<file path="src/rtl/muntjac_wfi_ctrl.sv">
// muntjac_wfi_ctrl: WFI sleep sequencer between frontend and backend.
// Gates fetch on a retired WFI with no interrupt pending. It waits for the
// backend to drain, then requests the clock gate. On wake it issues a
// one-cycle redirect to the instruction after the WFI.
// Optional feature macro: MUNTJAC_WFI_STATS_EN enables a saturating
// 32-bit count of cycles spent in SLEEP on sleep_cycles_o.
module muntjac_wfi_ctrl #(
    parameter int unsigned DrainLimit = 16
) (
    input  logic        clk_i,
    input  logic        rst_i,
    input  logic        wfi_valid_i,
    input  logic [63:0] wfi_next_pc_i,
    input  logic        pipe_idle_i,
    input  logic        irq_pending_i,
    input  logic        fetch_valid_i,
    output logic        fetch_ready_o,
    output logic        fetch_valid_o,
    input  logic        fetch_ready_i,
    output logic        redirect_valid_o,
    output logic [63:0] redirect_pc_o,
    output logic        clock_gate_req_o,
    output logic        sleeping_o,
    output logic [31:0] sleep_cycles_o
);

    localparam int unsigned CntW = (DrainLimit > 1) ? $clog2(DrainLimit) : 1;
    localparam logic [CntW-1:0] DrainLast = CntW'(DrainLimit - 1);

    localparam logic [1:0] StRun   = 2'd0;
    localparam logic [1:0] StDrain = 2'd1;
    localparam logic [1:0] StSleep = 2'd2;
    localparam logic [1:0] StWake  = 2'd3;

    logic [1:0]      state_q, state_d;
    logic [63:0]     pc_q, pc_d;
    logic [CntW-1:0] drain_cnt_q, drain_cnt_d;
    logic            redirect_valid_q, redirect_valid_d;
    logic            clock_gate_q, clock_gate_d;
    logic            sleeping_q, sleeping_d;
    logic            fetch_open_c;

    // Next-state, latched PC, drain timer and state-decoded output flops
    always_comb begin
        state_d     = state_q;
        pc_d        = pc_q;
        drain_cnt_d = drain_cnt_q;

        case (state_q)
            StRun: begin
                // A WFI with an interrupt already pending behaves as a NOP
                if (wfi_valid_i && !irq_pending_i) begin
                    state_d     = StDrain;
                    pc_d        = wfi_next_pc_i;
                    drain_cnt_d = '0;
                end
            end
            StDrain: begin
                if (irq_pending_i) begin
                    state_d = StWake;
                end else if (pipe_idle_i) begin
                    state_d = StSleep;
                end else if (drain_cnt_q == DrainLast) begin
                    state_d = StWake;
                end else begin
                    drain_cnt_d = drain_cnt_q + CntW'(1);
                end
            end
            StSleep: begin
                if (irq_pending_i) begin
                    state_d = StWake;
                end
            end
            default: begin
                state_d = StRun;
            end
        endcase

        redirect_valid_d = (state_d == StWake);
        clock_gate_d     = (state_d == StSleep);
        sleeping_d       = (state_d != StRun);
    end

    // State register and registered outputs with synchronous reset
    always_ff @(posedge clk_i) begin
        if (rst_i) begin
            state_q          <= StRun;
            pc_q             <= '0;
            drain_cnt_q      <= '0;
            redirect_valid_q <= 1'b0;
            clock_gate_q     <= 1'b0;
            sleeping_q       <= 1'b0;
        end else begin
            state_q          <= state_d;
            pc_q             <= pc_d;
            drain_cnt_q      <= drain_cnt_d;
            redirect_valid_q <= redirect_valid_d;
            clock_gate_q     <= clock_gate_d;
            sleeping_q       <= sleeping_d;
        end
    end

    // Fetch handshake is gated combinationally so nothing transfers while closed
    assign fetch_open_c     = (state_q == StRun);
    assign fetch_ready_o    = fetch_ready_i & fetch_open_c;
    assign fetch_valid_o    = fetch_valid_i & fetch_open_c;

    assign redirect_valid_o = redirect_valid_q;
    assign redirect_pc_o    = pc_q;
    assign clock_gate_req_o = clock_gate_q;
    assign sleeping_o       = sleeping_q;

`ifdef MUNTJAC_WFI_STATS_EN
    logic [31:0] sleep_cnt_q, sleep_cnt_d;

    // Saturating count of cycles spent in SLEEP
    always_comb begin
        sleep_cnt_d = sleep_cnt_q;
        if ((state_q == StSleep) && (sleep_cnt_q != 32'hFFFF_FFFF)) begin
            sleep_cnt_d = sleep_cnt_q + 32'd1;
        end
    end

    // Sleep counter register, cleared only by reset
    always_ff @(posedge clk_i) begin
        if (rst_i) begin
            sleep_cnt_q <= '0;
        end else begin
            sleep_cnt_q <= sleep_cnt_d;
        end
    end

    assign sleep_cycles_o = sleep_cnt_q;
`else
    assign sleep_cycles_o = '0;
`endif

endmodule

</file>
<file path="config.mk">
export PLATFORM = sky130hd
export DESIGN_NAME = muntjac_wfi_ctrl
export DESIGN_NICKNAME = d
export VERILOG_FILES = /design/src/rtl/muntjac_wfi_ctrl.sv
export SDC_FILE = /design/constraint.sdc
export NUM_CORES = 1
export LEC_CHECK = 0
export CORE_UTILIZATION = 40
export DETAILED_ROUTE_END_ITERATION = 7
export GPL_TIMING_DRIVEN = 1
export PLACE_DENSITY_LB_ADDON = 0.25
export SETUP_SLACK_MARGIN = 0.15
export SYNTH_ARGS = -nofsm -noshare
export SYNTH_HDL_FRONTEND = slang
export SYNTH_SLANG_ARGS = --single-unit
</file>
<file path="constraint.sdc">
create_clock -name clk_i -period 2.86 [get_ports clk_i]
set_input_delay 0.715 -clock clk_i [delete_from_list [all_inputs] [get_ports clk_i]]
set_output_delay 0.715 -clock clk_i [all_outputs]
set_load 0.01 [all_outputs]
</file>
# ---- Yosys cells after proc, flatten, opt, wreduce, memory -nomap -nowiden
# Index checks and enable logic that the tools add are counted.
dict set report word_totals {
  regBits 73
  inputBits 71
  out_inout_bits 101
  word_cells 36
}
dict set report classes {
  add_sub_neg 1
  eq_ne 9
  n_mux 11
  n_bitwise 2
  n_reduce_logical 7
}
# cell n
set ops {}
lappend ops {{$mux 4} 4}
lappend ops {{$mux 2} 5}
lappend ops {{$pmux 4 s2} 1}
lappend ops {{$eq 2x2->1 const B} 3}
lappend ops {{$ne 2x2->1 const B} 3}
lappend ops {{$pmux 2 s3} 1}
lappend ops {{$reduce_and 5->1} 1}
lappend ops {{$add 4x1->4 const B} 1}
lappend ops {{$eq 4x4->1 const B} 1}
lappend ops {{$reduce_bool 2->1} 2}
lappend ops {{$and 1x1->1} 2}
lappend ops {{$eq 2x1->1 const B} 1}
lappend ops {{$logic_not 2->1} 1}
lappend ops {{$ne 2x1->1 const B} 1}
lappend ops {{$reduce_and 2->1} 1}
lappend ops {{$logic_and 1x1->1} 1}
lappend ops {{$logic_not 1->1} 1}

# ---- Longest topological paths before layout
dict set report logic_depth {
  word_depth 6
  ltp_mapped 6
  mapped_depth_nobuf 4
}

# ---- Worst setup path before layout
# No wires, ideal clock.
dict set report synth_timing {
  kind {input to register}
  start {input port pipe_idle_i}
  end {register drain_cnt_q[3]}
  setup_time_ns 0.086
  arrival_time_ns 1.775
  required_time_ns 2.774
  setup_slack_ns 0.999
  path_stages 3
  path_buffers 0
  path_cell_list {a311o_4 > or4_1 > a211oi_1}
}
dict set report synth_via {
  elab_chain_cells 2
}
# element line
set synth_lines {}
lappend synth_lines {{from (decl)} 14} ;# input logic pipe_idle_i,
lappend synth_lines {{$ne 2x2->1 (no line)} --}
lappend synth_lines {{$reduce_and 5->1 (no line)} --}
lappend synth_lines {{to (signal assigned)} 96} ;# drain_cnt_q <= drain_cnt_d;
lappend synth_lines {{to (decl)} 37} ;# logic [CntW-1:0] drain_cnt_q, drain_cnt_d;
# No other way between the ends.
# A chain may end at the register's enable or synchronous reset.

# ---- Worst setup path in the final report
dict set report layout_timing {
  start {input port fetch_ready_i}
  end {output port fetch_ready_o}
}
dict set report layout_via {
  elab_chain_cells 1
}
# element line
set layout_lines {}
lappend layout_lines {{from (decl)} 19} ;# input logic fetch_ready_i,
lappend layout_lines {{$and 1x1->1} 105} ;# assign fetch_ready_o = fetch_ready_i & fetch_open_c;
lappend layout_lines {{to (decl)} 17} ;# output logic fetch_ready_o,
# No other way between the ends.

==> impl_metrics.toml <==
[synth]
syn_area_per_cell_um2 = 8.03
synth_area_leader_cell = "dfxtp_1"
synthSimpleGateAreaFrac_pct = 20.5
yosysSeqAreaShare_pct = 50.8
synth_compound_area_share_pct = 14.9
synthMuxAreaShare_pct = 0
synthAdderAreaFrac_pct = 0.435
synth_top_family_by_area = "simple AND/OR/NAND/NOR gates"
synth_cells = 358
yosysUniqueCellTypes = 27
yosys-top-cells-area = "dfxtp_1, nand2_1, a21oi_1, buf_4, buf_2"
yosys_warnings = 0
synth_xor_area_share_pct = 0.304
yosys_register_bits = 73
yosysTopAreaCellShare_pct = 50.8
syn_area_um2 = 2880

[cts]
cts-root-buf = "clkbuf_8"
cts_resized = 0
clockBufferDepth = 2
htreeDepth = 3
clk_pin_slew_worst_paths_ns = 0.06
cts_hold_buf = 0
cts_tree = "yes"
post_cts.repair.setup_buffers = 0
clk_latency_ns = 0.33
numCtsBuffers = 9
cts_num_sinks = 73

[timing]
rsz0062_at_grt = "false"
finalSetupViolations = 0
fin_crit_sh_pct = 91.0
worst_slack_ns = 0.257
fin_setup_tns_ns = 0
finalHoldViolCount = 0
timing.fmax_ghz = 0.384
final.setup_skew_ns = 0.00739
slew_violations = 0
holdWs_ns = 0.454
period_minus_slack_ns = 2.60

[layout]
fillers = 597
layout_commonest_cell = "clkdlybuf4s50_1"
stdcell_area_um2 = 4410
fin_cells = 589
drive_above_1_share_pct = 4.87
nets = 561
n_antenna_cell = 0
final_cell_mix = "clkdlybuf4s50_1, nand2_1, dfxtp_1"
area_delta_synth_final_pct = 53.3

[setup_path]
cp_max_fo = 1
path_cells = "clkdlybuf4s50_1 -> nor3b_1 -> clkdlybuf4s50_1"
cp_slowest_stage_delay_ns = 0.56
end_kind = "primary output"
crit_path_start = "fetch_ready_i"
worstRegToRegCells = 4
r2r_end = "drain_cnt_q[3]"
crit_path_start_kind = "primary input"
r2r_setup_slack_ns = 1.05
rr_startpoint = "drain_cnt_q[0]"
crit_family = "buffers and inverters"
critPathKind = "primary input to primary output"
path_common_cell = "clkdlybuf4s50_1"
slowest_stage = "clkdlybuf4s50_1"
crit_required_ns = 2.14
arrival_ns = 1.89
crit_buf_inv = 2
endpoint = "fetch_ready_o"
cp_num_cells = 3

[global_route]
antenna_found_initial = 0
grt_max_degree = 67
grt_pass1_vias = 2363
grt_pass1_wl_um = 10700
grt.overflow.total = 0
track_usage_pct = 18.2

[drt]
remaining_drc_errors = 0
vias = 2631
routed_wl_um = 6770
viasPerCell = 4.47
drtPass1Iterations = 4
drt_iter0_drc = 90
ant_nets = 0
wl_per_cell_um = 11.5

[die]
io_pins = 172
coreArea_um2 = 6870
dieArea_um2 = 7530
die_x_um = 86.8
start_util_pct = 41.9
fp.dieH_um = 86.8
std_cell_rows = 30

[placed_design]
place.gp.congestion = 0.705
dp_hpwl_um = 4600
port-buffer-count = 139
detailedPlace.worstSlack_ns = 0.241
dp.cells = 574
placed_cell_area_um2 = 4210

[min_path]
worstHoldStart = "redirect_pc_o[60]"
hp-class = "flop to flop"

[pwr]
p_leak_nw = 1.65
irDropWorstVdd_mv = 0.280
power.density_nw_per_um2 = 528

[job]
drv_cap = 0

[run_status]
status = "completed"
[kinds of logic after synthesis]
group,Yosys count
buf+inv,61
flops,73
other cells,1
fa+ha+maj,1
simple gates,143
xor+xnor,1
compound gates,78
[per-layer routing]
layer / share of wire, % / vias up / GRT usage (%)
met5: 0 / - / 0
met4: 0.96 / 0 / 5.45
met3: 9.4 / 6 / 8.29
met2: 48 / 105 / 30.9
li1: - / 1355 / -
met1: 42 / 1165 / 20.5
[how the worst min path moves through the flow]
| stage | endpoint | slack [ns] | cells past startpoint |
|---|---|---|---|
| after floorplan | drain_cnt_q[3] | 0.47 | 2 |
| after global placement | redirect_pc_o[1] | 0.44 | 2 |
| after detailed placement | redirect_pc_o[60] | 0.45 | 2 |
| after CTS | redirect_pc_o[60] | 0.46 | 2 |
| after global routing | redirect_pc_o[8] | 0.47 | 2 |
| final | redirect_pc_o[60] | 0.45 | 2 |
[stage by stage]
stage | util, % | total power [W]
2_1_floorplan | - | 0.00134
3_5_place_dp | 61.3 | 0.00155
6_report | 64.2 | 0.00233
5_1_grt | 64.2 | 0.00244
4_1_cts | 64.2 | 0.00235
3_3_place_gp | 61.3 | 0.00155
[cells in the mapped netlist]
| cell | count |
|---|---|
| a211oi_1 | 3 |
| a21oi_1 | 68 |
| a311o_4 | 1 |
| and3b_1 | 1 |
| buf_2 | 11 |
| buf_4 | 32 |
| buf_6 | 1 |
| clkbuf_1 | 12 |
| conb_1 | 1 |
| dfxtp_1 | 73 |
| ha_1 | 1 |
| inv_1 | 5 |
| nand2_1 | 129 |
| nand2b_1 | 1 |
| nand3_1 | 1 |
| nand3b_1 | 1 |
| nor2b_1 | 1 |
| nor3_1 | 1 |
| nor3b_1 | 2 |
| nor4b_2 | 1 |
| o211ai_1 | 3 |
| o221ai_1 | 1 |
| o31ai_1 | 2 |
| or3_1 | 2 |
| or4_1 | 2 |
| or4b_1 | 1 |
| xor2_1 | 1 |
[power by group]
group	switching, W	leakage [nW]	internal (W)
clock network	0.000357	0.102	0.000444
registers	0.0000337	0.595	0.00107
logic	0.000188	0.952	0.000230
total	0.000579	1.65	0.00175
[layout make-up]
cell class	count	area, um2	area share (%)
clock buffers	12	155	3.52
inverters	5	18.8	0.426
well taps	96	120	2.72
clock inverters	3	40.0	0.908
repair buffers	145	1440	32.7
flip-flops and latches	73	1460	33.1
multi-input cells	255	1170	26.5
[worst register-to-register path: stages, from the launching register on]
cell	delay, ns
dfxtp_1	0.34
ha_1	0.22
a311o_4	0.45
or4_1	0.47
a211oi_1	0.25
[flip-flops by register name, indices dropped and copies added (netlist names)]
name and cells:
redirect_pc_o 64, drain_cnt_q 4, state_q 2, redirect_valid_o 1
sleeping_o 1, clock_gate_req_o 1
No activity file was read; power rests on OpenSTA's default activity.
